File: src/rtl/sync_fifo_pkg.sv
// Shared helpers for sync_fifo_hs: pointer/count width and parameter legality.
// The optional error flags are enabled by defining SYNC_FIFO_HS_ERR_EN.
package sync_fifo_pkg;

    // Pointers and count both need one bit beyond the index to represent FIFO_DEPTH.
    function automatic int ptr_width(input int depth);
        return $clog2(depth) + 1;
    endfunction

    function automatic bit is_pow2_ge2(input int value);
        return (value >= 2) && ((value & (value - 1)) == 0);
    endfunction

    function automatic bit params_legal(
        input int data_width,
        input int fifo_depth,
        input int af_level,
        input int ae_level
    );
        return (data_width >= 1)
            && is_pow2_ge2(fifo_depth)
            && (af_level >= 1) && (af_level <= fifo_depth)
            && (ae_level >= 0) && (ae_level <= fifo_depth - 1);
    endfunction

endpackage

File: src/rtl/sync_fifo_mem.sv
// Storage for sync_fifo_hs: one synchronous write port, one asynchronous read port.
// The array is deliberately never reset.
module sync_fifo_mem #(
    parameter int DATA_WIDTH = 64,
    parameter int FIFO_DEPTH = 8
) (
    input  logic                          clock,
    input  logic                          wr_en,
    input  logic [$clog2(FIFO_DEPTH)-1:0] wr_addr,
    input  logic [DATA_WIDTH-1:0]         wr_data,
    input  logic [$clog2(FIFO_DEPTH)-1:0] rd_addr,
    output logic [DATA_WIDTH-1:0]         rd_data
);

    logic [DATA_WIDTH-1:0] mem [FIFO_DEPTH];

    always_ff @(posedge clock) begin
        if (wr_en) begin
            mem[wr_addr] <= wr_data;
        end
    end

    assign rd_data = mem[rd_addr];

endmodule

File: src/rtl/sync_fifo_hs.sv
// Synchronous first-word-fall-through FIFO with valid/ready on both sides.
// Define SYNC_FIFO_HS_ERR_EN to add sticky ovf_err/udf_err outputs.
module sync_fifo_hs
    import sync_fifo_pkg::*;
#(
    parameter int DATA_WIDTH = 64,
    parameter int FIFO_DEPTH = 8,
    parameter int AF_LEVEL   = FIFO_DEPTH - 2,
    parameter int AE_LEVEL   = 2
) (
    input  logic                              clock,
    input  logic                              rst,
    input  logic                              flush,
    input  logic                              in_valid,
    output logic                              in_ready,
    input  logic [DATA_WIDTH-1:0]             in_data,
    output logic                              out_valid,
    input  logic                              out_ready,
    output logic [DATA_WIDTH-1:0]             out_data,
    output logic [ptr_width(FIFO_DEPTH)-1:0]  count,
    output logic                              almost_full,
    output logic                              almost_empty
`ifdef SYNC_FIFO_HS_ERR_EN
    ,
    output logic                              ovf_err,
    output logic                              udf_err
`endif
);

    localparam int AW = $clog2(FIFO_DEPTH);
    localparam int PW = ptr_width(FIFO_DEPTH);
    localparam logic [PW-1:0] PTR_ONE = PW'(1);
    localparam logic [PW-1:0] AF_THR  = PW'(AF_LEVEL);
    localparam logic [PW-1:0] AE_THR  = PW'(AE_LEVEL);

    if (!params_legal(DATA_WIDTH, FIFO_DEPTH, AF_LEVEL, AE_LEVEL)) begin : g_param_check
        $error("sync_fifo_hs: illegal DATA_WIDTH/FIFO_DEPTH/AF_LEVEL/AE_LEVEL");
    end

    logic [PW-1:0] wr_ptr;
    logic [PW-1:0] rd_ptr;
    logic [PW-1:0] count_q;
    logic          full;
    logic          empty;
    logic          wr_en;
    logic          rd_en;

    // Handshake: a beat transfers on a rising edge iff valid && ready on that side;
    // ready/valid here depend only on registered pointers, never on the peer's input.
    assign full      = (wr_ptr[AW-1:0] == rd_ptr[AW-1:0]) && (wr_ptr[AW] != rd_ptr[AW]);
    assign empty     = (wr_ptr == rd_ptr);
    assign in_ready  = ~full;
    assign out_valid = ~empty;
    assign wr_en     = in_valid && in_ready;
    assign rd_en     = out_valid && out_ready;

    // Pointers wrap naturally modulo 2*FIFO_DEPTH; the extra bit tells full from empty.
    always_ff @(posedge clock or negedge rst) begin
        if (!rst) begin
            wr_ptr  <= '0;
            rd_ptr  <= '0;
            count_q <= '0;
        end else if (flush) begin
            wr_ptr  <= '0;
            rd_ptr  <= '0;
            count_q <= '0;
        end else begin
            if (wr_en) begin
                wr_ptr <= wr_ptr + PTR_ONE;
            end
            if (rd_en) begin
                rd_ptr <= rd_ptr + PTR_ONE;
            end
            case ({wr_en, rd_en})
                2'b10:   count_q <= count_q + PTR_ONE;
                2'b01:   count_q <= count_q - PTR_ONE;
                default: count_q <= count_q;
            endcase
        end
    end

    assign count        = count_q;
    assign almost_full  = (count_q >= AF_THR);
    assign almost_empty = (count_q <= AE_THR);

`ifdef SYNC_FIFO_HS_ERR_EN
    // Sticky protocol-violation flags; observational only, the data path ignores them.
    always_ff @(posedge clock or negedge rst) begin
        if (!rst) begin
            ovf_err <= 1'b0;
            udf_err <= 1'b0;
        end else if (flush) begin
            ovf_err <= 1'b0;
            udf_err <= 1'b0;
        end else begin
            if (in_valid && !in_ready) begin
                ovf_err <= 1'b1;
            end
            if (out_ready && !out_valid) begin
                udf_err <= 1'b1;
            end
        end
    end
`endif

    sync_fifo_mem #(
        .DATA_WIDTH (DATA_WIDTH),
        .FIFO_DEPTH (FIFO_DEPTH)
    ) u_mem (
        .clock   (clock),
        .wr_en   (wr_en),
        .wr_addr (wr_ptr[AW-1:0]),
        .wr_data (in_data),
        .rd_addr (rd_ptr[AW-1:0]),
        .rd_data (out_data)
    );

endmodule

File: config.mk
export PLATFORM = sky130hd
export DESIGN_NAME = sync_fifo_hs
export DESIGN_NICKNAME = d
export VERILOG_FILES = /design/src/rtl/sync_fifo_pkg.sv /design/src/rtl/sync_fifo_mem.sv /design/src/rtl/sync_fifo_hs.sv
export SDC_FILE = /design/constraint.sdc
export NUM_CORES = 1
export LEC_CHECK = 0
export CORE_ASPECT_RATIO = 1.75
export CORE_MARGIN = 4
export CORE_UTILIZATION = 58
export DETAILED_ROUTE_END_ITERATION = 6
export GPL_ROUTABILITY_DRIVEN = 0
export GPL_TIMING_DRIVEN = 0
export PLACE_DENSITY = 0.79
export SYNTH_ARGS = -nofsm -noshare
export SYNTH_HDL_FRONTEND = slang
export SYNTH_SLANG_ARGS = --single-unit
File: constraint.sdc
create_clock -name clock -period 9 [get_ports clock]
set_input_delay 1.8 -clock clock [delete_from_list [all_inputs] [get_ports clock]]
set_output_delay 1.8 -clock clock [all_outputs]
set_load 0.005 [all_outputs]
==> qor.txt, run 1 <==
Outcome: completed
CTS clk-pin slew, worst paths: 0.07 ns
Row Count: 89
Postcts setup bufs: 0
FF/Latch Area: 15,680 um^2
Layout cell share with drive strength beyond 1: 0.2970
Place WS: 4.129 ns
Syn avg cell area: 24.10 um^2
Multi-input gate area: 4170 um^2
DR iter-0 viols: 726
# clock sinks: 524
Fillers: 2,114
Final Hold Fails: 0
Post-placement cell count: 1,454
IO Count: 141
Root Driver: clkbuf_16
Max Buffers Root-to-Sink: 3
Global Route Usage Sum: 0.2169
Sequential Power Share: 0.506
Netlist cell types: 33
Final slew viol count: 0
Die height: 253.7 um
Hold slack: 0.6288 ns
Yosys top cell area share: 0.7687
GR Overflow Total: 0
Net switching power: 1.205 mW
Max cap viols: 0
Initial core utilization: 0.5908
First-pass DRT Iterations: 5
Synth warn: 0
Hold Path Class: flip-flop to flip-flop
Fin area: 23,860 um^2
Worst slew pin tran: 0.7890 ns
Hold buffer count at CTS: 0
Synth Flop Type: edfxtp_1
Vias in the first global route: 9,769
Num CTS Buffers: 43
Min cycle time layout: 5.393 ns
Final ANT Viol Nets: 0
Nets@finish: 1,118
Final Setup Violations: 0
First-pass GRT wire length: 60.09 mm
Synth area leader: edfxtp_1
Skew-Pair Late Insertion Delay: 0.54 ns
Crit-path max FO: 10
TritonCTS clock tree: done
Worst path required time: 7.20 ns
DP Wirelength: 24.78 mm
Synthesized net count: 904
P_int: 4.268 mW
Power Total: 5.473 mW
WL/cell: 25.69 um
Cell Area, Placed: 22,480 um^2
Crit path DAT: 3.59 ns
Final worst clock skew: 0.01676 ns
Sequential area share after synthesis: 0.7837
Sw frac: 0.2202
Worst Setup Start Kind: flip-flop
Largest net degree at the start of global routing: 41
Top post-synthesis cells by area: edfxtp_1 (77%), mux4_2 (14%), mux2_2 (3.6%)
Peak Freq: 0.1854 GHz
Synth Register Bits: 524
Relative max-transition margin: 0.4740
Vias/cell: 5.998
Post-route insts no fill: 1,530
Logic pwr share: 0.161
Placeable Area: 33,850 um^2
DRC errors left: 0
Post-CTS sizing: 0
RSZ-0062 raised after global routing: false
Power density cells: 229.4 nW/um^2
Leakage: 7.523 nW
Post-synth EDFFs: 512
CTS H-tree lvls: 2
Clock power frac: 0.333
Die area: 37,640 um^2
Setup crit end kind: output port
Kind of critical path: flip-flop to output port
Slack of the critical path: 3.607 ns
Final core occ: 0.7048
Area Overhead vs Synth: 19.29%
Via count: 9,177
Mapped Area: 20,000 um^2
Period utilization: 0.5992
Die W: 148.4 um
Total routed wirelength: 39.31 mm
Setup TNS: 0 ns
IO buf count: 140
Gate Count Post-Synth: 830
Initial antenna violation count: 2
Asr flop ratio synth: 0.02290
Maximum VDD drop: 0.1837 mV
## worst paths after layout
path | startpoint | endpoint | cells after the start | slack, ns
min in group asynchronous | rst | count[3] | 1 | 1.62
worst max-delay path | rd_ptr[0] | out_data[20] | 6 | 3.61
worst max register to register | wr_ptr[1] | u_mem.mem[0][35] | 9 | 5.93
max in group asynchronous | rst | wr_ptr[3] | 1 | 7.00
worst min-delay path | wr_ptr[3] | wr_ptr[3] | 2 | 0.63
worst min register to register | wr_ptr[3] | wr_ptr[3] | 2 | 0.63
## synth_stat cells (2+ instances only)
cell type,count
a21o_1,2
a21oi_1,2
buf_2,18
buf_6,2
clkbuf_1,22
dfrtp_1,12
edfxtp_1,512
ha_1,4
mux2_2,64
mux2i_1,3
mux4_2,128
nand2_1,6
nand4_1,4
nor2_1,16
nor3_1,2
o41a_1,2
or2b_1,2
xnor2_1,6
xor2_1,9
## power groups by stage
stage	Combinational [mW]	Sequential, mW	Clock, mW
floorplan	0.508	2.82	0
global placement	0.865	2.83	0
detailed placement	0.895	2.82	0
CTS	0.905	2.77	1.86
global route	0.951	2.77	1.95
finish	0.883	2.77	1.82
## kinds of logic (layout without fill, tap and decap cells)
group	count (synthesis)	count (layout)	share of synthesized area
flip-flops	524	524	0.7837
multiplexers	196	196	0.1822
buffers and inverters	44	288	0.01013
AND/OR/NAND/NOR	34	34	0.008195
XOR/XNOR	16	16	0.007382
AO/OA/AOI/OAI	11	11	0.004817
adder cells (fa/ha/maj)	5	5	0.003503
other	0	1	0
## critical path, stage by stage (launching register included)
cell	delay (ns)
dfrtp_1	0.35
buf_2	0.24
clkbuf_1	0.61
buf_2	0.49
mux4_2	0.58
mux2_2	0.32
clkdlybuf4s50_1	0.46
## placed cells by master, fill, tap and decap left out, types with 11 or more instances in the layout
cell type and count:
buf_2 18, buf_6 14, clkbuf_1 29, clkbuf_16 44, clkdlybuf4s50_1 140, clkinv_2 11, dfrtp_1 12, edfxtp_1 512
mux2_2 64, mux4_2 128, nor2_1 11
## state kept, by name, summed over array words and instances, names as in the netlist
name	cells
count	4
rd_ptr	4
u_mem.mem	512
wr_ptr	4
## layer usage
metal,share of wire,GRT usage,vias to the layer above
met5,0.00051,0,-
met4,0.025,0.06499,2
met3,0.058,0.03604,64
met2,0.55,0.3899,295
met1,0.37,0.2738,4873
li1,-,-,3943
## area by class of cell
class,instances,area share
timing repair buffer,169,0.07783
sequential,524,0.6570
buffer,43,0.008339
clock buffer,51,0.04725
multi-input combinational,262,0.1748
tap,455,0.02386
inverter,1,0.0002622
clock inverter,24,0.01054
antenna,1,0.0001049
(Power assumes the default switching activity.)
==> run 2: changes to the inputs <==
==> constraint.sdc (replaced) <==
create_clock -name clock -period 5 [get_ports clock]
set_input_delay 1 -clock clock [delete_from_list [all_inputs] [get_ports clock]]
set_output_delay 1 -clock clock [all_outputs]
set_load 0.005 [all_outputs]
==> qor.txt, run 2 (same netlist as run 1, synthesis figures left out) <==
Outcome: completed
FF/Latch Area: 15,680 um^2
# clock sinks: 524
Cell Area, Placed: 22,530 um^2
Root Driver: clkbuf_16
Initial antenna violation count: 6
Vias/cell: 6.027
Period utilization: 0.9268
CTS clk-pin slew, worst paths: 0.07 ns
Final slew viol count: 0
Skew-Pair Late Insertion Delay: 0.54 ns
Total routed wirelength: 39.85 mm
Hold slack: 0.6224 ns
Peak Freq: 0.2158 GHz
Final ANT Viol Nets: 0
Power density cells: 412.9 nW/um^2
Initial core utilization: 0.5908
WL/cell: 26.13 um
Vias in the first global route: 9,830
Hold Path Class: flip-flop to flip-flop
TritonCTS clock tree: done
Global Route Usage Sum: 0.2193
First-pass DRT Iterations: 5
Most frequent cells in the layout: edfxtp_1 (512), clkdlybuf4s50_1 (140), mux4_2 (128)
Largest Register: u_mem.mem
IO Count: 141
DR iter-0 viols: 660
RSZ-0062 raised after global routing: false
Final worst clock skew: 0.007408 ns
Multi-input gate area: 4183 um^2
Num CTS Buffers: 43
Largest net degree at the start of global routing: 36
Worst Setup Start Kind: flip-flop
Fillers: 2,057
Power Total: 9.867 mW
R2r setup slk: 1.68 ns
Die W: 148.4 um
Min cycle time layout: 4.634 ns
Post-CTS sizing: 0
Crit-path max FO: 10
Postcts setup bufs: 0
First-pass GRT wire length: 60.73 mm
Die area: 37,640 um^2
Post-placement cell count: 1,446
Final Hold Fails: 0
Nets@finish: 1,110
DP Wirelength: 24.83 mm
Via count: 9,191
Setup TNS: 0 ns
Setup crit end kind: output port
Max cap viols: 0
Die height: 253.7 um
Placeable Area: 33,850 um^2
Commonest non-fill, non-tap cell in the layout: edfxtp_1
Max reg flops: 512
Max Buffers Root-to-Sink: 3
Fin area: 23,900 um^2
Crit path DAT: 3.63 ns
Row Count: 89
GR Overflow Total: 0
Final Setup Violations: 0
CTS H-tree lvls: 2
Kind of critical path: flip-flop to output port
DRC errors left: 0
Layout cell share with drive strength beyond 1: 0.2880
Relative max-transition margin: 0.3559
Leakage: 7.504 nW
IO buf count: 140
Area Overhead vs Synth: 19.49%
Worst path required time: 4.00 ns
Post-route insts no fill: 1,525
Maximum VDD drop: 0.4912 mV
Hold buffer count at CTS: 0
Worst slew pin tran: 0.9638 ns
[run 2: worst max-delay path, cell delays in order, from the launching register on]
cell and delay, ns:
dfrtp_1 0.37, buf_2 0.24, clkbuf_1 0.64, buf_2 0.49
mux4_2 0.57, mux2_2 0.27, clkdlybuf4s50_1 0.50
[run 2: cell type report]
type                            instances  share of cell area
Sequential cell                       524              0.6559
Multi-Input combinational cell        262              0.1750
Timing Repair Buffer                  161             0.07948
Clock buffer                           50             0.04613
Tap cell                              455             0.02382
Clock inverter                         25             0.01063
Buffer                                 43            0.008325
Antenna cell                            4           0.0004188
Inverter                                1           0.0002618
[run 2: path summary, 6_finish.rpt]
path                            depth (start not counted)  startpoint               end
worst max-delay path                                    6   rd_ptr[0]       out_data[0]
worst min-delay path                                    2   rd_ptr[3]         rd_ptr[3]
worst max register to register                          9   wr_ptr[1]  u_mem.mem[0][16]
worst min register to register                          2   rd_ptr[3]         rd_ptr[3]
max in group asynchronous                               1         rst         wr_ptr[0]
min in group asynchronous                               1         rst          count[1]
[run 2: routing by layer]
metal	GRT usage	part of all wire
met1	0.2829	0.38
met2	0.3817	0.54
met3	0.03568	0.054
met4	0.07900	0.028
met5	0	0.00028
[run 2: metrics by stage]
| stage | setup slack [ns] | util |
|---|---|---|
| floorplan | 0.2651 | - |
| global placement | -2.971 | 0.6493 |
| detailed placement | 0.8849 | 0.6656 |
| CTS | 0.2707 | 0.7056 |
| global route | 0.1778 | 0.7059 |
| finish | 0.3662 | 0.7059 |
[run 2: report_power, final]
part / switching [mW] / internal (mW) / total, mW
Clock: 1.44 / 1.84 / 3.28
Sequential: 0.0411 / 4.94 / 4.98
Combinational: 0.684 / 0.917 / 1.60
